### config.mk
export PLATFORM = sky130hd
export DESIGN_NAME = fetch_unit
export DESIGN_NICKNAME = d
export VERILOG_FILES = /design/src/rtl/fetch_unit.sv
export SDC_FILE = /design/constraint.sdc
export NUM_CORES = 1
export LEC_CHECK = 0
export CORE_MARGIN = 5
export CORE_UTILIZATION = 31
export CTS_CLUSTER_SIZE = 30
export DETAILED_ROUTE_END_ITERATION = 8
export GPL_TIMING_DRIVEN = 0
export PLACE_DENSITY = 0.51
export SLEW_MARGIN = 40
export SYNTH_ARGS = -nofsm -noshare
export SYNTH_HDL_FRONTEND = slang
export SYNTH_SLANG_ARGS = --single-unit
export TNS_END_PERCENT = 50
### constraint.sdc
create_clock -name clk -period 2.8 [get_ports clk]
set_clock_uncertainty 0.2 [all_clocks]
set_input_delay 0.84 -clock clk [delete_from_list [all_inputs] [get_ports clk]]
set_output_delay 0.84 -clock clk [all_outputs]
set_load 0.02 [all_outputs]
### src/rtl/fetch_unit.sv
// Instruction-fetch front end: PC, 1-cycle-latency imem requests, 2-entry return FIFO, redirect squash.
// Optional performance counters are enabled by defining FETCH_PERF_EN.
module fetch_unit #(
  parameter logic [31:0] RESET_PC = 32'h0000_0000,
  parameter int          IMEM_AW  = 10
) (
  input  logic               clk,
  input  logic               rst,
  output logic               imem_req,
  output logic [IMEM_AW-1:0] imem_addr,
  input  logic [31:0]        imem_rdata,
  input  logic               redirect_valid,
  input  logic [31:0]        redirect_pc,
  output logic               id_valid,
  input  logic               id_ready,
  output logic [31:0]        id_instr,
  output logic [31:0]        id_pc,
  output logic [31:0]        id_pc_plus4
`ifdef FETCH_PERF_EN
  ,
  output logic [31:0]        perf_fetched,
  output logic [31:0]        perf_bubbles
`endif
);

  logic [31:0] pc;
  logic [31:0] req_pc;
  logic        inflight;
  logic [1:0]  count;
  logic [31:0] s_instr;
  logic [31:0] s_pc;
  logic        pop;
  logic        push;
  logic [2:0]  occ;
  logic        unused_pc_lsbs;

  assign unused_pc_lsbs = ^redirect_pc[1:0];

  assign id_valid  = (count != 2'd0);
  assign pop       = id_valid & id_ready;
  assign push      = inflight & ~redirect_valid;
  assign occ       = {1'b0, count} + {2'b00, inflight};
  // occupancy after this cycle's pop must leave room for the word being requested
  assign imem_req  = rst & ~redirect_valid & (occ < (3'd2 + {2'b00, pop}));
  assign imem_addr = pc[IMEM_AW+1:2];

  always_ff @(posedge clk or negedge rst) begin
    if (!rst) begin
      pc          <= RESET_PC;
      req_pc      <= 32'h0;
      inflight    <= 1'b0;
      count       <= 2'd0;
      s_instr     <= 32'h0;
      s_pc        <= 32'h0;
      id_instr    <= 32'h0;
      id_pc       <= 32'h0;
      id_pc_plus4 <= 32'h0;
    end else begin
      inflight <= imem_req;
      if (imem_req) begin
        pc     <= pc + 32'd4;
        req_pc <= pc;
      end
      if (redirect_valid) begin
        pc    <= {redirect_pc[31:2], 2'b00};
        count <= 2'd0;
      end else if (pop && push) begin
        if (count == 2'd2) begin
          id_instr    <= s_instr;
          id_pc       <= s_pc;
          id_pc_plus4 <= s_pc + 32'd4;
          s_instr     <= imem_rdata;
          s_pc        <= req_pc;
        end else begin
          id_instr    <= imem_rdata;
          id_pc       <= req_pc;
          id_pc_plus4 <= req_pc + 32'd4;
        end
      end else if (pop) begin
        if (count == 2'd2) begin
          id_instr    <= s_instr;
          id_pc       <= s_pc;
          id_pc_plus4 <= s_pc + 32'd4;
        end
        count <= count - 2'd1;
      end else if (push) begin
        if (count == 2'd0) begin
          id_instr    <= imem_rdata;
          id_pc       <= req_pc;
          id_pc_plus4 <= req_pc + 32'd4;
        end else begin
          s_instr <= imem_rdata;
          s_pc    <= req_pc;
        end
        count <= count + 2'd1;
      end
    end
  end

`ifdef FETCH_PERF_EN
  always_ff @(posedge clk or negedge rst) begin
    if (!rst) begin
      perf_fetched <= 32'h0;
      perf_bubbles <= 32'h0;
    end else begin
      if (pop)
        perf_fetched <= perf_fetched + 32'd1;
      if (id_ready && !id_valid)
        perf_bubbles <= perf_bubbles + 32'd1;
    end
  end
`endif

endmodule

Word-level counts from Yosys, hierarchy flattened --
Index checks and enable logic that the tools add are counted.
Operators by class: add/subtract/negate cells 7, $lt $le $gt $ge 1, equality and inequality tests 6, muxes and demuxes 34, bitwise logic cells 5, reductions and logical operators 11
Operators with widths (number):
- $mux 32 | 30
- $add 32x3->32 const B | 3
- $reduce_bool 3->1 | 3
- $mux 2 | 4
- $reduce_bool 2->1 | 3
- $reduce_and 5->1 | 1
- $and 1x1->1 | 4
- $ne 2x1->1 const B | 2
- $ne 2x2->1 const B | 2
- $reduce_and 4->1 | 1
- $add 2x1->3 | 1
- $add 2x1->3 const A | 1
- $lt 3x3->1 | 1
- $ne 3x1->1 const B | 1
- $add 2x1->2 const B | 1
- $eq 2x2->1 const B | 1
- $logic_not 2->1 | 1
- $reduce_and 2->1 | 1
- $sub 2x1->2 const B | 1
- $logic_and 1x1->1 | 1
- $not 1->1 | 1
Storage, ports and cells: register bits after elaboration 227, input port bits 68, output and inout bits 108, logic and storage cells 73

Depth between registers and ports, before layout --
Gate-level depths: netlist of the first run.
depth after elaboration 7, depth in mapped cells 10, depth with buffers taken out 8

Worst setup path before layout of the first run --
No wires, ideal clock.
path kind input -> output, start point input rst, end point output imem_req, data arrival time 1.938 ns, data required time 1.760 ns, setup slack -0.178 ns, stages on the path 6, path buffers 2, cells stage by stage nor2b_1 -> and2_1 -> nand2_1 -> inv_1 -> buf_2 -> buf_2
On the way: word-level cells in the longest chain between the ends 2
Ends and longest elaborated chain:
- from (decl) | line 8 | input logic rst,
- $and 1x1->1 (2 in a row) | line 44 | assign imem_req = rst & ~redirect_valid & (occ < (3'd2 + {2'b00, pop}));
- to (decl) | line 9 | output logic imem_req,
No other way between the ends.

Final worst setup path of the first run --
start point register count[0], end point output imem_req
On the way: word-level cells in the longest chain between the ends 5, elaborated cells between the ends (all ways) 6, those cells by class 2 x add/sub; 1 x order compare; 2 x bitwise; 1 x reduce/logical
Ends and longest elaborated chain:
- from (decl) | line 29 | logic [1:0] count;
- from (signal assigned) | line 85 | count <= count - 2'd1;
- from (signal assigned) | line 95 | count <= count + 2'd1;
- $reduce_bool 2->1 | line 39 | assign id_valid = (count != 2'd0);
- $and 1x1->1 | line 40 | assign pop = id_valid & id_ready;
- $add 2x1->3 | line 44
- $lt 3x3->1 * | line 44
- $and 1x1->1 * | line 44
Every way passes the cells marked *; elsewhere a longest branch is shown, timed or not.

==> results.md, run 1 <==
* Post-synth EDFFs at 0
* Worst-margin pin slew at 0.8357 ns
* Period utilization at 1.032
* Highest-count cells in the layout ignoring fill and taps: nand2_1 (290), dfrtp_1 (208), clkdlybuf4s50_1 (157)
* Final setup vio count at 1
* RePlAce Congestion at 0.8474
* Number of buffers created by CTS at 27
* MaxCap Viol Count at 0
* Hold Vio Cnt, Final at 0
* Largest net degree at the start of global routing at 71
* Worst Setup Path Type: flop to output port
* Final Routed Wirelength at 35.11 mm
* Mapped cell area at 0.01086 mm^2
* Clock Power Share at 0.345
* Seq pwr share at 0.405
* Antenna cell count at 0
* CTS Root Cell: clkbuf_16
* CP required at 1.76 ns
* RSZ-0062 raised after global routing: yes
* Most used DFF post-synth: dfrtp_1
* Avg Cell Area, Syn at 9.382 um^2
* Peak Freq at 346.0 MHz
* Vias in the first global route at 9,255
* Worst path arrival time at 1.85 ns
* Row count at 68
* DRC violations left at 0
* Dpl hpwl at 25.01 mm
* Top cell type's share of synthesized area at 0.4998
* First-pass GRT wire length at 54.88 mm
* Die width at 197.2 um
* Net Sw Frac at 0.3113
* CTS Buffer Depth at 3
* Critical path fanouts, max at 3
* First drt pass iteration count at 5
* Rel. slew slack at 0.4428
* Peak VDD IR at 442.0 uV
* Seq/Total Area, Yosys at 0.4998
* Synth Register Bits at 217
* Fin. max-slew vios at 0
* Initial Utilization at 0.3145
* Share of layout cells above drive strength 1 at 0.1486
* Vias at 9,434
* Failing checks: negative setup slack
* LEAKAGE at 6.014 nW
* Async S/R FF share, synth at 1.000
* Die Ht at 197.2 um
* Largest area contributor in the netlist: dfrtp_1
* Clock Sinks at 217
* Core area at 0.03454 mm^2
* Hold Slack at 0.06002 ns
* Total die area at 0.03889 mm^2
* Worst setup SP type: flop
* Post-route ant nets at 0
* PortBufs at 168
* Status: complete, but fails checks
* Psw at 3.378 mW
* Combinational share of power at 0.250
* Drt via density at 5.105
* Post-Syn Instances at 1,158
* Placed cell count at 1,787
* Hold Path Class: input port to asynchronous set/reset pin
* Clock tree from TritonCTS: done
* Most common cell after layout, fill and taps aside: nand2_1
* GRT Total Usage at 0.1760
* Clk_lat worst skew at 0.55 ns
* Setup WS pre-CTS at -1.654 ns
* Initial antenna violation count at 0
* Distinct cells, synth at 65
* Post-route worst setup slack at -0.09017 ns
* Synth warn at 0
* CTS H-tree depth at 1
* Clock period minus worst slack at 2.890 ns
* Grt total ovfl at 0
* Top Ports at 176
* Ranking of synthesized cells by area: dfrtp_1 (50%), nand2_1 (10%), mux2_2 (6.1%), a31oi_1 (4.2%), xnor2_1 (3.1%)
* Area growth syn-to-layout at 33.02%
* CP Capture Type: output port
* Non-Filler Instances at 1,848
* Power Density at 751.0 mW/mm^2
* Detailed-route wire length per cell at 19.00 um
* # nets final at 1,447
* Int Power at 7.475 mW
* Drt initial violations at 578
* CTS clk-pin slew, worst paths at 0.06 ns
## area by class of cell
class | count | area, um^2
plain buffers | 93 | 462.9
clock buffers | 41 | 818.3
clock inverters | 7 | 141.4
fillers | 3513 | 20090
inverters | 15 | 58.81
multi-input cells | 834 | 4981
flip-flops and latches | 217 | 5441
well taps | 455 | 569.3
repair buffers | 186 | 1978
## metrics by stage
stage	power, mW	area (um^2)	util	TNS [ns]
6_report	10.85	14450	0.4184	-0.09017
5_1_grt	11.40	14450	0.4184	-0.3657
4_1_cts	10.99	14470	0.4189	-0.1532
3_5_place_dp	7.138	13230	0.3831	-120.05
3_3_place_gp	7.081	13140	0.3805	-2612.92
2_1_floorplan	5.753	10890	-	0
## cell usage after synthesis (5+ instances only)
cell type / instances
nor3_1: 18
nand3_1: 37
or4_1: 8
buf_4: 15
o211ai_1: 13
and4_1: 7
a221o_1: 12
buf_2: 18
a21oi_1: 12
nor2_1: 81
nand4_1: 21
o21ai_1: 7
inv_1: 15
o221ai_1: 5
a31oi_1: 73
xnor2_1: 38
mux2_2: 59
xor2_1: 12
nor4_1: 16
and3_1: 5
nand2_1: 291
nor4_2: 6
o21ai_0: 30
clkbuf_1: 53
mux2i_1: 9
dfrtp_1: 217
ha_1: 5
buf_1: 6
o311ai_0: 10
## worst max-delay path, stage by stage, from the launching register on
cell     delay [ns]
dfrtp_2        0.43
ha_4           0.17
ha_4           0.15
nor2b_4        0.11
and2_4         0.17
nand2_4        0.07
inv_4          0.09
buf_8          0.12
## sequential cells by signal, indices dropped and copies added, names as in the netlist
register and flops:
s_pc 30, pc 30, id_pc_plus4 30, s_instr 32, inflight 1, id_instr 32, req_pc 30, id_pc 30
count 2
## cell families (layout without fill, tap and decap cells)
group           after synthesis  count (layout)  share of synthesized area
compound gates              193             193                     0.1222
flops                       217             217                     0.4998
fa+ha+maj                     5               5                   0.005758
other cells                   1               4                  0.0003452
mux                          68              68                    0.06945
buf+inv                     110             342                    0.04802
simple gates                514             514                     0.2141
xor+xnor                     50              50                    0.04031
## timing repair
item                                    CTS  global route
setup buffers                             8             2
hold buffers                              1             0
endpoints found under the setup margin  155            75
gates resized for setup                  34            18
pin swaps                                 1             1
hold endpoints to repair                 19             0
gates cloned                              4             0
## power by group through the flow
stage,registers (mW),logic [mW],clock network [mW]
finish,4.40,2.71,3.75
floorplan,4.65,1.10,0
global route,4.49,2.94,3.97
detailed placement,4.46,2.68,0
CTS,4.40,2.75,3.84
global placement,4.44,2.64,0
## metal layers
| layer | share of wire | GRT usage |
|---|---|---|
| met2 | 0.44 | 0.2668 |
| met5 | 0 | 0 |
| met4 | 0.028 | 0.04956 |
| met1 | 0.48 | 0.2590 |
| met3 | 0.058 | 0.03070 |
## path summary, 6_finish.rpt
kind,slack [ns],from,to,cells after the start
worst min-delay path,0.06,rst,s_instr[27],1
worst max-delay path,-0.09,count[0],imem_req,7
max in group asynchronous,1.78,rst,req_pc[23],3
worst min register to register,0.28,id_pc_plus4[4],id_pc_plus4[4],2
worst max register to register,0.06,inflight,id_pc_plus4[6],7
min in group clk,0.28,id_pc_plus4[4],id_pc_plus4[4],2
(Power assumes the default switching activity.)
==> run 2: changes to the inputs <==
--- a/config.mk
+++ b/config.mk
@@ -10,7 +10,8 @@
 export CTS_CLUSTER_SIZE = 30
 export DETAILED_ROUTE_END_ITERATION = 8
 export GPL_TIMING_DRIVEN = 0
-export PLACE_DENSITY = 0.51
+export PLACE_DENSITY = 0.49
+export SETUP_SLACK_MARGIN = 0.4
 export SLEW_MARGIN = 40
 export SYNTH_ARGS = -nofsm -noshare
 export SYNTH_HDL_FRONTEND = slang
==> constraint.sdc (replaced) <==
create_clock -name clk -period 3.1 [get_ports clk]
set_clock_uncertainty 0.2 [all_clocks]
set_input_delay 0.93 -clock clk [delete_from_list [all_inputs] [get_ports clk]]
set_output_delay 0.93 -clock clk [all_outputs]
set_load 0.02 [all_outputs]
==> results.md, run 2 (synthesized netlist as in run 1, its figures left out) <==
* Status: complete, but fails checks
* Failing checks: negative setup slack
* Vias in the first global route at 9,182 (-0.79%)
* Worst Setup Path Type: input port to output port
* Clock period minus worst slack at 3.167 ns
* Worst-margin pin slew at 0.8426 ns (+0.006874 ns)
* Final Routed Wirelength at 34.96 mm (-0.43%)
* Fin. max-slew vios at 0 (unchanged)
* Setup WS pre-CTS at -1.641 ns (+0.01358 ns)
* RSZ-0062 raised after global routing: yes
* Worst setup SP type: input port
* Grt total ovfl at 0 (unchanged)
* Area growth syn-to-layout at 33.35%
* LEAKAGE at 6.204 nW (+3.2%)
* Peak Freq at 315.8 MHz
* Row count at 68 (unchanged)
* R2R depth at 7 (unchanged)
* Clk_lat worst skew at 0.52 ns (-0.03 ns)
* First drt pass iteration count at 6 (+1)
* CP required at 1.97 ns (+0.21 ns)
* Detailed-route wire length per cell at 18.86 um (-0.75%)
* PortBufs at 168 (unchanged)
* Die Ht at 197.2 um (unchanged)
* Peak VDD IR at 340.6 uV (-23%)
* Hold Vio Cnt, Final at 0 (unchanged)
* Share of layout cells above drive strength 1 at 0.1630 (+0.01437)
* Largest net degree at the start of global routing at 57 (-20%)
* Drt via density at 5.006 (-1.9%)
* Most common cell after layout, fill and taps aside: nand2_1
* CTS Buffer Depth at 3 (unchanged)
* Core area at 0.03454 mm^2 (unchanged)
* Period utilization at 1.022
* CTS clk-pin slew, worst paths at 0.06 ns (about the same)
* Antenna cell count at 0 (unchanged)
* Vias at 9,281 (-1.6%)
* DRC violations left at 0 (unchanged)
* Final setup vio count at 1 (unchanged)
* # nets final at 1,453 (+0.41%)
* Drt initial violations at 526 (-9.0%)
* Clock Sinks at 217 (unchanged)
* Number of buffers created by CTS at 26 (-3.7%)
* First-pass GRT wire length at 54.57 mm (-0.55%)
* GRT Total Usage at 0.1753 (-0.0006878)
* Final core utilization at 0.4194 (+0.001050)
* Clock tree from TritonCTS: done
* Reg2reg start: count[0]
* Initial Utilization at 0.3145 (unchanged)
* Highest-count cells in the layout ignoring fill and taps: nand2_1 (290), dfrtp_1 (206), clkdlybuf4s50_1 (131)
* MaxCap Viol Count at 0 (unchanged)
* Setup crit end: imem_req
* Post-route ant nets at 0 (unchanged)
* Final Power at 9.378 mW (-14%)
* CP Capture Type: output port
* Top Ports at 176 (unchanged)
* Post-route worst setup slack at -0.06687 ns (+0.02331 ns)
* CTS Root Cell: clkbuf_16
* Worst path arrival time at 2.04 ns (+0.19 ns)
* Power Density at 647.3 mW/mm^2 (-14%)
* Critical path fanouts, max at 3 (unchanged)
* Die width at 197.2 um (unchanged)
* Initial antenna violation count at 1 (+1)
* FF-to-FF setup slack at 0.58 ns (+0.52 ns)
* Dpl hpwl at 25.14 mm (+0.51%)
* Largest regs: id_instr: 32 flops, s_instr: 32 flops
* Total die area at 0.03889 mm^2 (unchanged)
* Rel. slew slack at 0.4383 (-0.004582)
* CTS H-tree depth at 1 (unchanged)
* Setup crit start: rst
* Setup tns final at -0.06687 ns (+0.02331 ns)
* Hold Path Class: input port to asynchronous set/reset pin
* RR Endpoint: s_instr[27]
* RePlAce Congestion at 0.8247 (-2.7%)
## run 2: changes by cell type in the layout (fill, tap and decap cells not counted), sizes merged, moves of 2 or more
cell / before / now
buf: 62 / 72
bufbuf: 4 / 6
bufinv: 4 / 1
clkbuf: 94 / 89
clkdlybuf4s50: 157 / 131
clkinv: 1 / 8
dlygate4sd2: 1 / 10
dlymetal6s2s: 0 / 13
## run 2: power breakdown
part           internal, mW  leakage, nW  switching (mW)
registers              3.43         2.66           0.532
logic                  1.17         3.12            1.26
clock network          1.79        0.420            1.20
## run 2: critical path: stages
cell     delay, ns
buf_16        0.11
buf_16        0.12
buf_16        0.13
nor2b_4       0.12
and2_4        0.16
nand2_4       0.07
inv_4         0.04
buf_8         0.11
buf_8         0.11
buf_6         0.12
## run 2: layout make-up
| cell class | instances | area, um^2 |
|---|---|---|
| Multi-Input combinational cell | 834 | 4986 |
| Inverter | 15 | 58.81 |
| Timing Repair Buffer | 191 | 2081 |
| Clock inverter | 10 | 77.57 |
| Tap cell | 455 | 569.3 |
| Sequential cell | 217 | 5444 |
| Clock buffer | 37 | 763.2 |
| Fill cell | 3498 | 20060 |
| Buffer | 95 | 508.0 |
## run 2: worst min-delay path by stage
stage                   startpoint        endpoint  slack, ns
global placement    id_pc_plus4[2]  id_pc_plus4[2]       0.26
CTS                            rst     id_instr[3]       0.11
global route                   rst     id_instr[3]       0.11
floorplan                   pc[31]      req_pc[31]       0.25
detailed placement  id_pc_plus4[2]  id_pc_plus4[2]       0.26
finish                         rst     id_instr[3]       0.13
## run 2: what timing repair did
action / in CTS / in global routing
resized for setup: 56 / 30
pin swaps: 2 / 1
endpoints found under the setup margin: 202 / 51
hold buffers: 0 / 0
buffers inserted: 12 / 1
gates cloned: 6 / 0
## run 2: metal layers
metal  vias to the layer above  share of wire  global-route usage
met3                        36          0.049             0.02524
met4                         0          0.016             0.03287
met5                         -              0                   0
met1                      4474           0.47              0.2516
met2                       245           0.46              0.2856
li1                       4526              -                   -
## run 2: per-stage QoR
step | hold WS (ns) | cell area, um^2 | std cells
finish | 0.1304 | 14490 | 1854
global route | 0.1102 | 14490 | 1854
CTS | 0.1094 | 14430 | 1853
detailed placement | 0.2636 | 13290 | 1788
global placement | 0.2637 | 13190 | 1784
floorplan | 0.2471 | 10940 | 1161
==> run 3: changes to the inputs <==
--- a/config.mk
+++ b/config.mk
@@ -7,12 +7,12 @@
 export LEC_CHECK = 0
 export CORE_MARGIN = 5
 export CORE_UTILIZATION = 31
-export CTS_CLUSTER_SIZE = 30
+export CTS_CLUSTER_SIZE = 28
 export DETAILED_ROUTE_END_ITERATION = 8
 export GPL_TIMING_DRIVEN = 0
 export PLACE_DENSITY = 0.49
 export SETUP_SLACK_MARGIN = 0.4
-export SLEW_MARGIN = 40
+export SLEW_MARGIN = 25
 export SYNTH_ARGS = -nofsm -noshare
 export SYNTH_HDL_FRONTEND = slang
 export SYNTH_SLANG_ARGS = --single-unit
==> results.md, run 3 (synthesized netlist as in run 1, its figures left out) <==
* Initial Utilization at 0.3145 (unchanged)
* Largest net degree at the start of global routing at 89 (+56%)
* Slowest cell on crit path: dfrtp_2
* Worst setup SP type: flop
* Dpl hpwl at 24.95 mm (-0.75%)
* Total die area at 0.03889 mm^2 (unchanged)
* Detailed-route wire length per cell at 18.95 um (+0.48%)
* Footprint of the multi-input gates at 0.004994 mm^2 (+0.15%)
* Storage element area at 0.005444 mm^2 (unchanged)
* Worst Setup Path Type: flop to output port
* Fillers at 3,513 (+0.43%)
* Most common cell after layout, fill and taps aside: nand2_1
* Peak VDD IR at 416.1 uV (+22%)
* Clock period minus worst slack at 3.103 ns (-0.06420 ns)
* Die Ht at 197.2 um (unchanged)
* Peak Freq at 322.3 MHz (+2.1%)
* MaxCap Viol Count at 0 (unchanged)
* Period utilization at 1.001 (-0.02071)
* Clock Sinks at 217 (unchanged)
* Clock tree from TritonCTS: done
* Critical path fanouts, max at 2 (-1)
* Area growth syn-to-layout at 34.31%
* Post-route ant nets at 0 (unchanged)
* Setup WS pre-CTS at -1.415 ns (+0.2257 ns)
* Hold Path Class: input port to asynchronous set/reset pin
* Grt total ovfl at 0 (unchanged)
* LEAKAGE at 6.263 nW (+0.96%)
* CTS Root Cell: clkbuf_16
* Number of buffers created by CTS at 26 (unchanged)
* Largest regs: id_instr: 32 flops, s_instr: 32 flops
* Placed cell count at 1,787 (-0.056%)
* # nets final at 1,452 (-0.069%)
* Highest-count cells in the layout ignoring fill and taps: nand2_1 (290), dfrtp_1 (206), clkdlybuf4s50_1 (120)
* Antenna cell count at 0 (unchanged)
* PortBufs at 168 (unchanged)
* CTS H-tree depth at 1 (unchanged)
* Final Routed Wirelength at 35.11 mm (+0.43%)
* First drt pass iteration count at 5 (-1)
* Top Ports at 176 (unchanged)
* Die width at 197.2 um (unchanged)
* CTS Buffer Depth at 3 (unchanged)
* Failing checks: negative setup slack
* Initial antenna violation count at 0 (-1)
* Final Power at 9.897 mW (+5.5%)
* CP Capture Type: output port
* Cell-by-cell trace of the critical path: ha_4 > ha_4 > nor2b_4 > and2_4 > nand2_4 > inv_4 > buf_8 > buf_8 > buf_6
* Vias at 9,292 (+0.12%)
* Worst path arrival time at 1.97 ns (-0.07 ns)
* CTS clk-pin slew, worst paths at 0.06 ns (about the same)
* Rel. slew slack at 0.4297 (-0.008520)
* Vias in the first global route at 9,228 (+0.50%)
* DRC violations left at 0 (unchanged)
* Share of layout cells above drive strength 1 at 0.1595 (-0.003460)
* Status: complete, but fails checks
* Crit path largest cell delay at 0.43 ns (+0.27 ns)
* Power Density at 678.3 mW/mm^2 (+4.8%)
* Hold Slack at 0.1108 ns (-0.01963 ns)
* Drt initial violations at 556 (+5.7%)
* FF-to-FF setup slack at 0.51 ns (-0.07 ns)
* First-pass GRT wire length at 54.86 mm (+0.52%)
* Row count at 68 (unchanged)
* RSZ-0062 raised after global routing: yes
* Core area at 0.03454 mm^2 (unchanged)
* Drt via density at 5.015 (+0.17%)
* Fin. max-slew vios at 0 (unchanged)
* RePlAce Congestion at 0.8247 (unchanged)
* CP required at 1.97 ns (about the same)
* Hold Vio Cnt, Final at 0 (unchanged)
* Post-route worst setup slack at -0.002665 ns (+0.06420 ns)
* Worst-margin pin slew at 0.8554 ns (+0.01278 ns)
* Final setup vio count at 1 (unchanged)
* Non-Filler Instances at 1,853 (-0.054%)
* Clk_lat worst skew at 0.54 ns (+0.02 ns)
* Setup tns final at -0.002665 ns (+0.06420 ns)
* GRT Total Usage at 0.1766 (+0.001316)
[run 3: final cells by class]
| cell class | instances | area share |
|---|---|---|
| inverter | 15 | 0.004030 |
| timing repair buffer | 190 | 0.1382 |
| multi-input combinational | 834 | 0.3422 |
| clock buffer | 36 | 0.05196 |
| buffer | 95 | 0.03464 |
| clock inverter | 11 | 0.01681 |
| tap | 455 | 0.03902 |
| sequential | 217 | 0.3731 |
[run 3: repair_timing]
item | in CTS | in global routing
hold buffers | 2 | 0
pin swaps | 4 | 0
resized for setup | 69 | 23
buffers inserted | 11 | 1
endpoints found under the hold margin | 5 | 0
cloned | 5 | 0
endpoints found under the setup margin | 198 | 39
[run 3: where the power goes]
group,switching (mW),internal (mW),total [mW],leakage [nW]
Sequential,0.528,3.43,3.96,2.66
Clock,1.26,2.29,3.55,0.492
Combinational,1.26,1.13,2.39,3.11
[run 3: path summary, 6_finish.rpt]
kind	end	start	depth (start not counted)
min	id_pc_plus4[2]	rst	1
max	imem_req	count[0]	9
min reg2reg	id_pc_plus4[2]	id_pc_plus4[2]	2
min in group clk	id_pc_plus4[2]	id_pc_plus4[2]	2
max reg2reg	id_pc_plus4[20]	req_pc[3]	7
max in group asynchronous	id_pc_plus4[7]	rst	2
[run 3: per-layer routing]
metal  global-route usage  part of all wire  up-vias  wire (um)
met5                    0                 0        -          0
met3              0.02780             0.049       38       1706
li1                     -                 -     4516          -
met2               0.2838              0.46      260      16100
met1               0.2537              0.47     4478      16640
met4              0.03724             0.019        0        663
[run 3: worst max-delay path: cells and delay by family (launching register included)]
kind                     cells  cell delay, ns
AND/OR/NAND/NOR              3            0.33
flip-flops                   1            0.43
buffers and inverters        4            0.37
adder cells (fa/ha/maj)      2            0.33
[run 3: metrics by stage]
stage	instance area, um^2	util
finish	14590	0.4224
global route	14590	0.4224
CTS	14540	0.4210
detailed placement	13260	0.3840
global placement	13190	0.3818
floorplan	10940	-
